===== src/rtl/ram_cmd_pkg.sv =====
// ram_cmd_pkg: shared command encodings, opcodes and FSM states for the RAM command arbiter
package ram_cmd_pkg;
   localparam logic [1:0] CMD_WR_ADDR = 2'b00;
   localparam logic [1:0] CMD_WR_DATA = 2'b01;
   localparam logic [1:0] CMD_RD_ADDR = 2'b10;
   localparam logic [1:0] CMD_RD_DATA = 2'b11;
   localparam logic OP_WRITE = 1'b0;
   localparam logic OP_READ  = 1'b1;
   typedef enum logic [2:0] {ST_IDLE, ST_ADDR, ST_DATA, ST_WAIT_RD, ST_DONE} state_t;
endpackage


===== src/rtl/rr_arb2.sv =====
// rr_arb2: two-way round-robin grant; pointer moves away from the served requester on advance
module rr_arb2 (
   input  logic       clk,
   input  logic       rst,
   input  logic [1:0] req,
   input  logic       advance,
   input  logic       served,
   output logic [1:0] gnt,
   output logic       sel
);
   logic ptr;
   always_ff @(posedge clk) begin
      if (rst) ptr <= 1'b0;
      else if (advance) ptr <= ~served;
   end
   always_comb begin
      sel = (req == 2'b11) ? ptr : req[1];
      gnt = (req == 2'b00) ? 2'b00 : (sel ? 2'b10 : 2'b01);
   end
endmodule


===== src/rtl/ram_cmd_arbiter.sv =====
// ram_cmd_arbiter: round-robin two-requester front end serialising transactions into RAM commands
module ram_cmd_arbiter
   import ram_cmd_pkg::*;
#(
   parameter int ADDR_SIZE = 8,
   parameter int TIMEOUT   = 15
) (
   input  logic                   clk,
   input  logic                   rst,
   input  logic [1:0]             req,
   input  logic [1:0]             op,
   input  logic [2*ADDR_SIZE-1:0] addr,
   input  logic [2*ADDR_SIZE-1:0] wdata,
   output logic [1:0]             gnt,
   output logic [1:0]             done,
   output logic                   err,
   output logic [ADDR_SIZE-1:0]   rdata,
   output logic                   busy,
   output logic [ADDR_SIZE+1:0]   ram_din,
   output logic                   ram_rx_valid,
   input  logic [ADDR_SIZE-1:0]   ram_dout,
   input  logic                   ram_tx_valid
);
   localparam int CW = $clog2(TIMEOUT + 1);
   state_t               state;
   logic                 op_r, sel;
   logic [1:0]           win;
   logic [ADDR_SIZE-1:0] wdata_r, sel_addr, sel_wdata;
   logic [CW-1:0]        cnt;
   rr_arb2 u_arb (
      .clk     (clk),
      .rst     (rst),
      .req     (req),
      .advance (state == ST_DONE),
      .served  (gnt[1]),
      .gnt     (win),
      .sel     (sel)
   );
   assign sel_addr  = sel ? addr[2*ADDR_SIZE-1:ADDR_SIZE]  : addr[ADDR_SIZE-1:0];
   assign sel_wdata = sel ? wdata[2*ADDR_SIZE-1:ADDR_SIZE] : wdata[ADDR_SIZE-1:0];
   // Commands are registered one state ahead so each appears in the cycle its state is active
   always_ff @(posedge clk) begin
      if (rst) begin
         state        <= ST_IDLE;
         gnt          <= '0;
         done         <= '0;
         err          <= 1'b0;
         rdata        <= '0;
         busy         <= 1'b0;
         ram_din      <= '0;
         ram_rx_valid <= 1'b0;
         op_r         <= OP_WRITE;
         wdata_r      <= '0;
         cnt          <= '0;
      end else begin
         done         <= '0;
         ram_rx_valid <= 1'b0;
         ram_din      <= '0;
         case (state)
            ST_IDLE: if (|req) begin
               state        <= ST_ADDR;
               gnt          <= win;
               busy         <= 1'b1;
               op_r         <= op[sel];
               wdata_r      <= sel_wdata;
               ram_din      <= {op[sel] ? CMD_RD_ADDR : CMD_WR_ADDR, sel_addr};
               ram_rx_valid <= 1'b1;
            end
            ST_ADDR: begin
               state        <= ST_DATA;
               ram_din      <= op_r ? {CMD_RD_DATA, {ADDR_SIZE{1'b0}}} : {CMD_WR_DATA, wdata_r};
               ram_rx_valid <= 1'b1;
            end
            ST_DATA: if (op_r == OP_READ) begin
               state <= ST_WAIT_RD;
               cnt   <= '0;
            end else begin
               state <= ST_DONE;
               done  <= gnt;
               err   <= 1'b0;
            end
            ST_WAIT_RD: if (ram_tx_valid) begin
               state <= ST_DONE;
               done  <= gnt;
               err   <= 1'b0;
               rdata <= ram_dout;
            end else if (cnt == CW'(TIMEOUT - 1)) begin
               state <= ST_DONE;
               done  <= gnt;
               err   <= 1'b1;
            end else cnt <= cnt + 1'b1;
            ST_DONE: begin
               state <= ST_IDLE;
               gnt   <= '0;
               busy  <= 1'b0;
            end
            default: state <= ST_IDLE;
         endcase
      end
   end
endmodule


===== config.mk =====
export PLATFORM = sky130hd
export DESIGN_NAME = ram_cmd_arbiter
export DESIGN_NICKNAME = d
export VERILOG_FILES = /design/src/rtl/ram_cmd_pkg.sv /design/src/rtl/rr_arb2.sv /design/src/rtl/ram_cmd_arbiter.sv
export SDC_FILE = /design/constraint.sdc
export NUM_CORES = 1
export LEC_CHECK = 0
export CORE_MARGIN = 8
export CORE_UTILIZATION = 44
export CTS_BUF_LIST = sky130_fd_sc_hd__clkbuf_16
export CTS_CLUSTER_DIAMETER = 200
export DETAILED_ROUTE_END_ITERATION = 6
export HOLD_SLACK_MARGIN = 0.1
export MAX_ROUTING_LAYER = met4
export PLACE_DENSITY_LB_ADDON = 0.15
export SKIP_CTS_REPAIR_TIMING = 1
export SLEW_MARGIN = 20
export SYNTH_ARGS = -nofsm -noshare
export SYNTH_HDL_FRONTEND = slang
export SYNTH_HIERARCHICAL = 1
export SYNTH_SLANG_ARGS = --single-unit

===== constraint.sdc =====
create_clock -name clk -period 2 [get_ports clk]
set_input_delay 0.4 -clock clk [delete_from_list [all_inputs] [get_ports clk]]
set_output_delay 0.4 -clock clk [all_outputs]
set_load 0.1 [all_outputs]

# [Yosys cells after proc, flatten, opt, wreduce, memory -nomap -nowiden]
# Cells that the tools add are included.
[word_totals] elab_cells=72 out_inout_bits=25 latch_bits=0 mem_bits_ro=0 ram_bits=0 regBits=42 inputBits=47 mem_count=0
[classes] n_mux=34 n_bitwise=1 eq_ne=12 shift=0 order_cmp=1 reduce_logical=11 n_addsub=1 multipliers=0 div=0
[op_table] operator="2-to-1 mux 10 bit" count=2
[op_table] operator="one-hot mux 10 bit (2 select lines)" count=1
[op_table] operator="2-to-1 mux 8 bit" count=2
[op_table] operator="2-to-1 mux 2 bit" count=7
[op_table] operator="2-to-1 mux 3 bit" count=4
[op_table] operator="2-to-1 mux 4 bit" count=3
[op_table] operator="one-hot mux 3 bit (4 select lines)" count=1
[op_table] operator="!= test 2 bit (second input constant)" count=5
[op_table] operator="2-to-1 mux 1 bit" count=8
[op_table] operator="one-hot mux 2 bit (2 select lines)" count=2
[op_table] operator="one-hot mux 4 bit (2 select lines)" count=1
[op_table] operator="AND reduction 2 bit" count=4
[op_table] operator="== test 3 x 2 -> 1 bit (second input constant)" count=2
[op_table] operator="one-hot mux 1 bit (2 select lines)" count=3
[op_table] operator="adder 4 x 1 -> 4 bit (second input constant)" count=1
[op_table] operator="== test 4 bit (second input constant)" count=1
[op_table] operator="AND reduction 4 bit" count=1
[op_table] operator="nonzero test 2 bit" count=2
[op_table] operator="== test 3 x 1 -> 1 bit (second input constant)" count=1
[op_table] operator="== test 3 bit (second input constant)" count=1
[op_table] operator="logical NOT 3 bit" count=1
[op_table] operator="!= test 3 bit (second input constant)" count=1
[op_table] operator="AND reduction 3 bit" count=1
[op_table] operator="== test 2 bit (second input constant)" count=1
[op_table] operator="4 further kinds" count=4

# [Depth between registers and ports, before layout]
# Gate-level depths: netlist (run 1).
[logic_depth] depth_word=7 mapped_depth=8 ltp_nobuf=6

# [Cells and area by module]
# The synthesis (run 1) kept the hierarchy.
[modules_own_cells] module="ram_cmd_arbiter" cells_each=194 area_per_inst_um2=1869.3 n_inst=1 seq_area_each_um2=820.8
[modules_own_cells] module="rr_arb2" cells_each=7 area_per_inst_um2=62.6 n_inst=1 seq_area_each_um2=20.0

# [Least setup slack after synthesis (run 1)]
# No wires, ideal clock.
[synth_timing] path_type="input port to flip-flop" start="in req[1]" end="reg ram_din[0]" setup_slack_ns=0.478 required_ns=1.883 arrival_time_ns=1.405 cell_stages=6 setup_time_ns=0.117 path_buffers=2 path_cell_list="a21boi_1 buf_2 buf_6 mux2_2 a22oi_1 nor2_1"
[synth_between] elab_chain_len=5 word_cells_on_any_way=6 classes_between="1 x eq/ne; 4 x mux; 1 x reduce/logical"
[synth_rtl] element="start, declared" line="ram_cmd_arbiter.sv:10" text="input logic [1:0] req,"
[synth_rtl] element="== test 2 bit" line="rr_arb2.sv:17" text="sel = (req == 2'b11) ? ptr : req[1];"
[synth_rtl] element="2-to-1 mux 1 bit" line="rr_arb2.sv:17"
[synth_rtl] element="2-to-1 mux 8 bit" line="ram_cmd_arbiter.sv:39" text="assign sel_addr = sel ? addr[2*ADDR_SIZE-1:ADDR_SIZE] : addr[ADDR_SIZE-1:0];"
[synth_rtl] element="2-to-1 mux 10 bit (*)" line="ram_cmd_arbiter.sv:60" text="ST_IDLE: if (|req) begin"
[synth_rtl] element="one-hot mux 10 bit (2 select lines) (*)" line="ram_cmd_arbiter.sv:59" text="case (state)"
[synth_rtl] element="end signal, assigned" line="ram_cmd_arbiter.sv:66" text="ram_din <= {op[sel] ? CMD_RD_ADDR : CMD_WR_ADDR, sel_addr};"
[synth_rtl] element="end signal, assigned" line="ram_cmd_arbiter.sv:71" text="ram_din <= op_r ? {CMD_RD_DATA, {ADDR_SIZE{1'b0}}} : {CMD_WR_DATA, wdata_r};"
[synth_rtl] element="end, declared" line="ram_cmd_arbiter.sv:19" text="output logic [ADDR_SIZE+1:0] ram_din,"
# Mark *: on every way between the ends. The rest lies on a longest branch, timed or not.
# A chain may end at the register's enable or synchronous reset.

# [Worst setup path after layout (run 1)]
[layout_timing] start="in req[1]" end="reg ram_din[2]"
[layout_between] elab_chain_len=5 word_cells_on_any_way=6 classes_between="1 x eq/ne; 4 x mux; 1 x reduce/logical"
[layout_rtl] element="== test 2 bit" line="rr_arb2.sv:17"
[layout_rtl] element="2-to-1 mux 1 bit (*)" line="rr_arb2.sv:17"
[layout_rtl] element="net sel" line="ram_cmd_arbiter.sv:26" text="logic op_r, sel;"
[layout_rtl] element="2-to-1 mux 8 bit (*)" line="ram_cmd_arbiter.sv:39"
[layout_rtl] element="2-to-1 mux 10 bit (*)" line="ram_cmd_arbiter.sv:60"
[layout_rtl] element="one-hot mux 10 bit (2 select lines) (*)" line="ram_cmd_arbiter.sv:59"
# Mark *: on every way through the listed nets, which the timed path passes. The rest lies on a longest branch.

==> results.yml, run 1 <==
sta:
  max_freq_ghz: 0.600
  setup-violations-final: 0
  rsz0062_at_grt: "no"
  tightest_slew_ns: 0.503
  timing.final.ws_setup_ns: 0.333
  hold_viol_final: 0
  slew_viol_final: 0
  slew-limit-headroom: 0.664
  period_needed_ns: 1.67
  setup-tns-final_ns: 0
  fin_worst_skew_ns: 0.00615
  fin_crit_sh: 0.833
yosys:
  synth_top_cells_by_area: "dfxtp_1, a211oi_2, nor2_1"
  synthesis.nets: 250
  syn_area_um2: 1930
  yosysWarnings: 6
  synthArstFlopShare: 0
  synthFlopType: "dfxtp_1"
  synth_cell_type_count: 42
  synth_top_cell_area_share: 0.435
  synthCells: 201
  yosysSeqAreaShare: 0.435
  syn_avg_cell_area_um2: 9.61
  synth_top_cell_by_area: "dfxtp_1"
  synth_edf_count: 0
  synth-seq-cells: 42
critical_path:
  critPathKind: "in -> reg"
  cp_slowest_stage_delay_ns: 0.50
  crit_fanout: 11
  crit_family: "buffers and inverters"
  critPathRequiredTime_ns: 2.16
  crit_chain: "clkdlybuf4s50_1 -> a21boi_2 -> buf_12 -> mux2_2 -> a22oi_1 -> nor2_1"
  cp-end-kind: "flip-flop"
  slowest_stage: "clkdlybuf4s50_1"
  worstPathArrival_ns: 1.82
  critPathBufInv: 2
  worstSetupStartpointType: "primary input"
status:
  status: "finished, final reports clean"
drt:
  routedWlPerCell_um: 14.7
  ant_nets: 0
  drc_errors: 0
  firstDrtPassIters: 4
  drt_iter0_drc: 69
  dr_total_vias: 1693
  drt_wl_total_um: 4780
  via_per_inst: 5.19
clocking:
  cts_tree: "done"
  clk-insertion-delay-late_ns: 0.28
  h-tree-depth: 2
  numCtsBuffers: 5
  clk_pin_slew_ns: 0.06
  clockBufferDepth: 2
  cts.sinks: 42
  cts-root-buf: "clkbuf_16"
run:
  drv_cap: 0
worst_hold_path:
  hold_path_class: "reg -> reg"
placement:
  dpl.hpwl_um: 3750
  io_buffers: 71
  dp_worst_setup_slack_ns: 0.0488
  globalplace.congestion: 0.756
  postPlaceCellArea_um2: 2620
finish:
  drive_gt1_frac: 0.245
  diodes: 0
  final_area_um2: 2780
  fin_util: 0.648
  area_growth_pct: 44.0
  fillers: 372
  nets: 322
floorplan:
  rows: 24
  start_util: 0.450
  core_um2: 4290
  die_width_um: 82.3
  die_h_um: 82.3
  dieArea_um2: 6770
  io_pins: 72
global_routing:
  grt_max_degree: 30
  grtUsageTotal: 0.152
  antenna_found_initial: 0
  grt_pass1_vias: 1621
  grt_overflow_total: 0
  grt_pass1_wl_um: 7700
power_and_ir_drop:
  power_mw: 2.78
  pwr_density_cell_nw_per_um2: 1000
  leakage_nw: 1.09
  peakVddDrop_v: 0.000533
==> per-layer routing <==
metal  part of all wire  track usage  up-vias
met4              0.022       0.0754        0
li1                   -            -      858
met2               0.45        0.220       65
met1               0.45        0.190      762
met3              0.083       0.0422        8
met5                  0            -        -
==> worst reg2reg max path: cells and delay by family (launching register included) <==
kind            cells  cell delay (ns)
flops               1             0.58
compound gates      1             0.16
simple gates        2             0.56
buf+inv             1             0.14
==> stage by stage <==
stage               hold slack [ns]  std cells
finish                        0.459        326
global placement              0.442        318
global route                  0.474        326
floorplan                     0.473        201
CTS                           0.461        326
detailed placement            0.451        318
==> layout make-up <==
cell class / instances / area [um^2] / area share
Clock buffer: 5 / 125 / 0.0450
Clock inverter: 3 / 40.0 / 0.0144
Inverter: 5 / 18.8 / 0.00675
Multi-Input combinational cell: 141 / 966 / 0.347
Sequential cell: 42 / 841 / 0.302
Tap cell: 52 / 65.1 / 0.0234
Timing Repair Buffer: 78 / 726 / 0.261
==> path summary, 6_finish.rpt <==
path / startpoint / to / slack, ns / cells past startpoint
worst min register to register: rdata[0] / rdata[0] / 0.46 / 2
worst max register to register: state[0] / ram_din[7] / 0.49 / 4
worst min-delay path: rdata[0] / rdata[0] / 0.46 / 2
worst max-delay path: req[1] / ram_din[2] / 0.33 / 6
==> power breakdown <==
| part | internal (mW) | switching [mW] |
|---|---|---|
| Clock | 0.583 | 0.306 |
| Sequential | 0.930 | 0.0699 |
| Combinational | 0.316 | 0.575 |
| Total | 1.83 | 0.951 |
==> Yosys cell counts, types with 2 or more instances <==
cell and n:
ha_1 2, nand3_1 5, buf_6 5, a211oi_2 10
nor4_4 2, nand2b_1 2, and3_1 4, a22oi_1 8
nor2_1 25, a21oi_1 13, mux2_2 8, dfxtp_1 42
a21boi_1 2, buf_2 4, a21oi_2 2, buf_4 2
inv_1 4, or3_1 2, nor3_1 2, mux2i_1 9
nand2_1 24, o21ai_0 4
==> state kept, by name, indices dropped and copies added, names as in the netlist <==
| name | cells |
|---|---|
| rdata | 8 |
| done | 2 |
| op_r | 1 |
| err | 1 |
| u_arb/ptr | 1 |
| wdata_r | 8 |
| busy | 1 |
| state | 3 |
| ram_din | 10 |
| gnt | 2 |
| cnt | 4 |
| ram_rx_valid | 1 |
==> cell usage in the layout (no fill, tap or decap), types with 8 or more instances in the layout <==
cell type and count:
mux2_2 8, a211oi_2 10, buf_4 30, mux2i_1 9, clkdlybuf4s50_1 46, a21oi_1 13
nand2_1 24, dfxtp_1 42, nor2_1 25, a22oi_1 8
==> cell families (layout without fill, tap and decap cells) <==
kind of cell,after synthesis,count (layout),synth area share
AOI/OAI and AO/OA,49,49,0.201
adders and majority gates,2,2,0.0130
buffers and inverters,18,91,0.0667
DFF,42,42,0.435
muxes,17,17,0.0933
and+or+nand+nor,73,73,0.190
Power figures use the tool's default switching activity.
==> run 2: changes to the inputs <==
==> constraint.sdc (replaced) <==
create_clock -name clk -period 1.7 [get_ports clk]
set_input_delay 0.34 -clock clk [delete_from_list [all_inputs] [get_ports clk]]
set_output_delay 0.34 -clock clk [all_outputs]
set_load 0.1 [all_outputs]
==> run 2 against run 1 <==
  * Clock power grew 18%
  * Global-route usage grew 0.19 points
  * Flip-flop and latch count is the same
  * First-iteration DRC count grew 38%
  * Via count grew 1.8%
  * Sequential power grew 21%
  * Largest cell class is now non-clock buffers
==> results.yml, run 2 (synthesized netlist as in run 1, its figures left out) <==
critical_path:
  crit_fanout: 11
  timing.rr.start: "u_arb/ptr"
  critPathRequiredTime_ns: 1.85
  worstPathArrival_ns: 1.78
  critPathKind: "in -> reg"
  slowest_stage: "clkdlybuf4s50_1"
  cp_slowest_stage_delay_ns: 0.50
  worstSetupStartpointType: "primary input"
  crit_chain: "clkdlybuf4s50_1 -> a21boi_4 -> buf_12 -> mux2_2 -> a22oi_1 -> nor2_1"
  crit_start: "req[0]"
  cp-end-kind: "flip-flop"
floorplan:
  dieArea_um2: 6770
  core_um2: 4290
  rows: 24
  io_pins: 72
  die_h_um: 82.3
  die_width_um: 82.3
  start_util: 0.450
global_routing:
  grt_pass1_wl_um: 8010
  antenna_found_initial: 0
  grt_pass1_vias: 1690
  use_met2: 0.230
  grt_overflow_total: 0
  met1_usage: 0.190
  grtUsageTotal: 0.154
  gr-usage-met3: 0.0606
  grt_busiest_layer: "met2"
  grt_max_degree: 27
clocking:
  clk-insertion-delay-late_ns: 0.28
  h-tree-depth: 2
  cts_tree: "done"
  cts-root-buf: "clkbuf_16"
  numCtsBuffers: 5
  clk_pin_slew_ns: 0.06
  clockBufferDepth: 2
  cts.sinks: 42
status:
  status: "finished, final reports clean"
finish:
  final_area_um2: 3160
  final_common_cell: "clkdlybuf4s50_1"
  top_regs: "ram_din: 10 flops, rdata: 8 flops, wdata_r: 8 flops"
  final_cell_mix: "clkdlybuf4s50_1, dfxtp_1, buf_12, nor2_1, nand2_1"
  fillers: 317
  diodes: 0
  top_register: "ram_din"
  largest_register_ffs: 10
  area_growth_pct: 63.8
  drive_gt1_frac: 0.266
  nets: 330
worst_hold_path:
  hold_path_class: "in -> reg"
  worstHoldStart: "req[1]"
drt:
  drc_errors: 0
  routedWlPerCell_um: 15.2
  ant_nets: 0
  firstDrtPassIters: 4
  drt_iter0_drc: 95
  dr_total_vias: 1723
  drt_wl_total_um: 5060
  via_per_inst: 5.16
sta:
  fin_crit_sh: 0.959
  tightest_slew_ns: 0.517
  slew-limit-headroom: 0.652
  setup-violations-final: 0
  max_freq_ghz: 0.613
  fin_worst_skew_ns: 0.00346
  hold_viol_final: 0
  period_needed_ns: 1.63
  holdWs_ns: 0.475
  setup-tns-final_ns: 0
  slew_viol_final: 0
power_and_ir_drop:
  leakage_nw: 1.22
  peakVddDrop_v: 0.000684
  pwr_density_cell_nw_per_um2: 1100
placement:
  io_buffers: 71
  postPlaceCellArea_um2: 2990
  dpl.hpwl_um: 3980
  globalplace.congestion: 0.821
run:
  drv_cap: 0
[run 2: critical path: cells and delay by family]
| kind | cells | cell delay (ns) |
|---|---|---|
| buffers and inverters | 2 | 0.65 |
| AND/OR/NAND/NOR | 1 | 0.06 |
| AO/OA/AOI/OAI | 2 | 0.39 |
| multiplexers | 1 | 0.33 |
[run 2: per-stage QoR]
| stage | power, mW | utilization | setup WS (ns) | instances |
|---|---|---|---|---|
| 2_1_floorplan | 1.99 | - | 0.233 | 201 |
| 3_3_place_gp | 2.42 | 0.696 | -0.166 | 326 |
| 3_5_place_dp | 2.44 | 0.696 | -0.219 | 326 |
| 4_1_cts | 3.50 | 0.735 | 0.0803 | 334 |
| 5_1_grt | 3.62 | 0.737 | -0.00693 | 334 |
| 6_report | 3.48 | 0.737 | 0.0699 | 334 |
[run 2: where the power goes]
group	switching, mW	internal (mW)
Sequential	0.114	1.10
Combinational	0.691	0.521
Clock	0.368	0.687
[run 2: layout make-up]
cell class              instances  area (um^2)  share of cell area
clock buffers                   5          125              0.0395
clock inverters                 3         40.0              0.0127
inverters                       5         18.8             0.00593
multi-input cells             141          973               0.308
flip-flops and latches         42          841               0.266
well taps                      52         65.1              0.0206
repair buffers                 86         1100               0.348
[run 2: worst paths after layout]
| path | to | slack (ns) | depth (start not counted) |
|---|---|---|---|
| setup / recovery | ram_din[3] | 0.07 | 6 |
| hold / removal | gnt[0] | 0.47 | 4 |
| setup reg to reg | ram_din[3] | 0.24 | 6 |
| hold reg to reg | rdata[4] | 0.49 | 2 |
[run 2: per-layer routing]
metal	vias up	part of all wire
li1	875	-
met2	64	0.47
met1	782	0.42
met5	-	0
met3	2	0.10
met4	0	0.0041
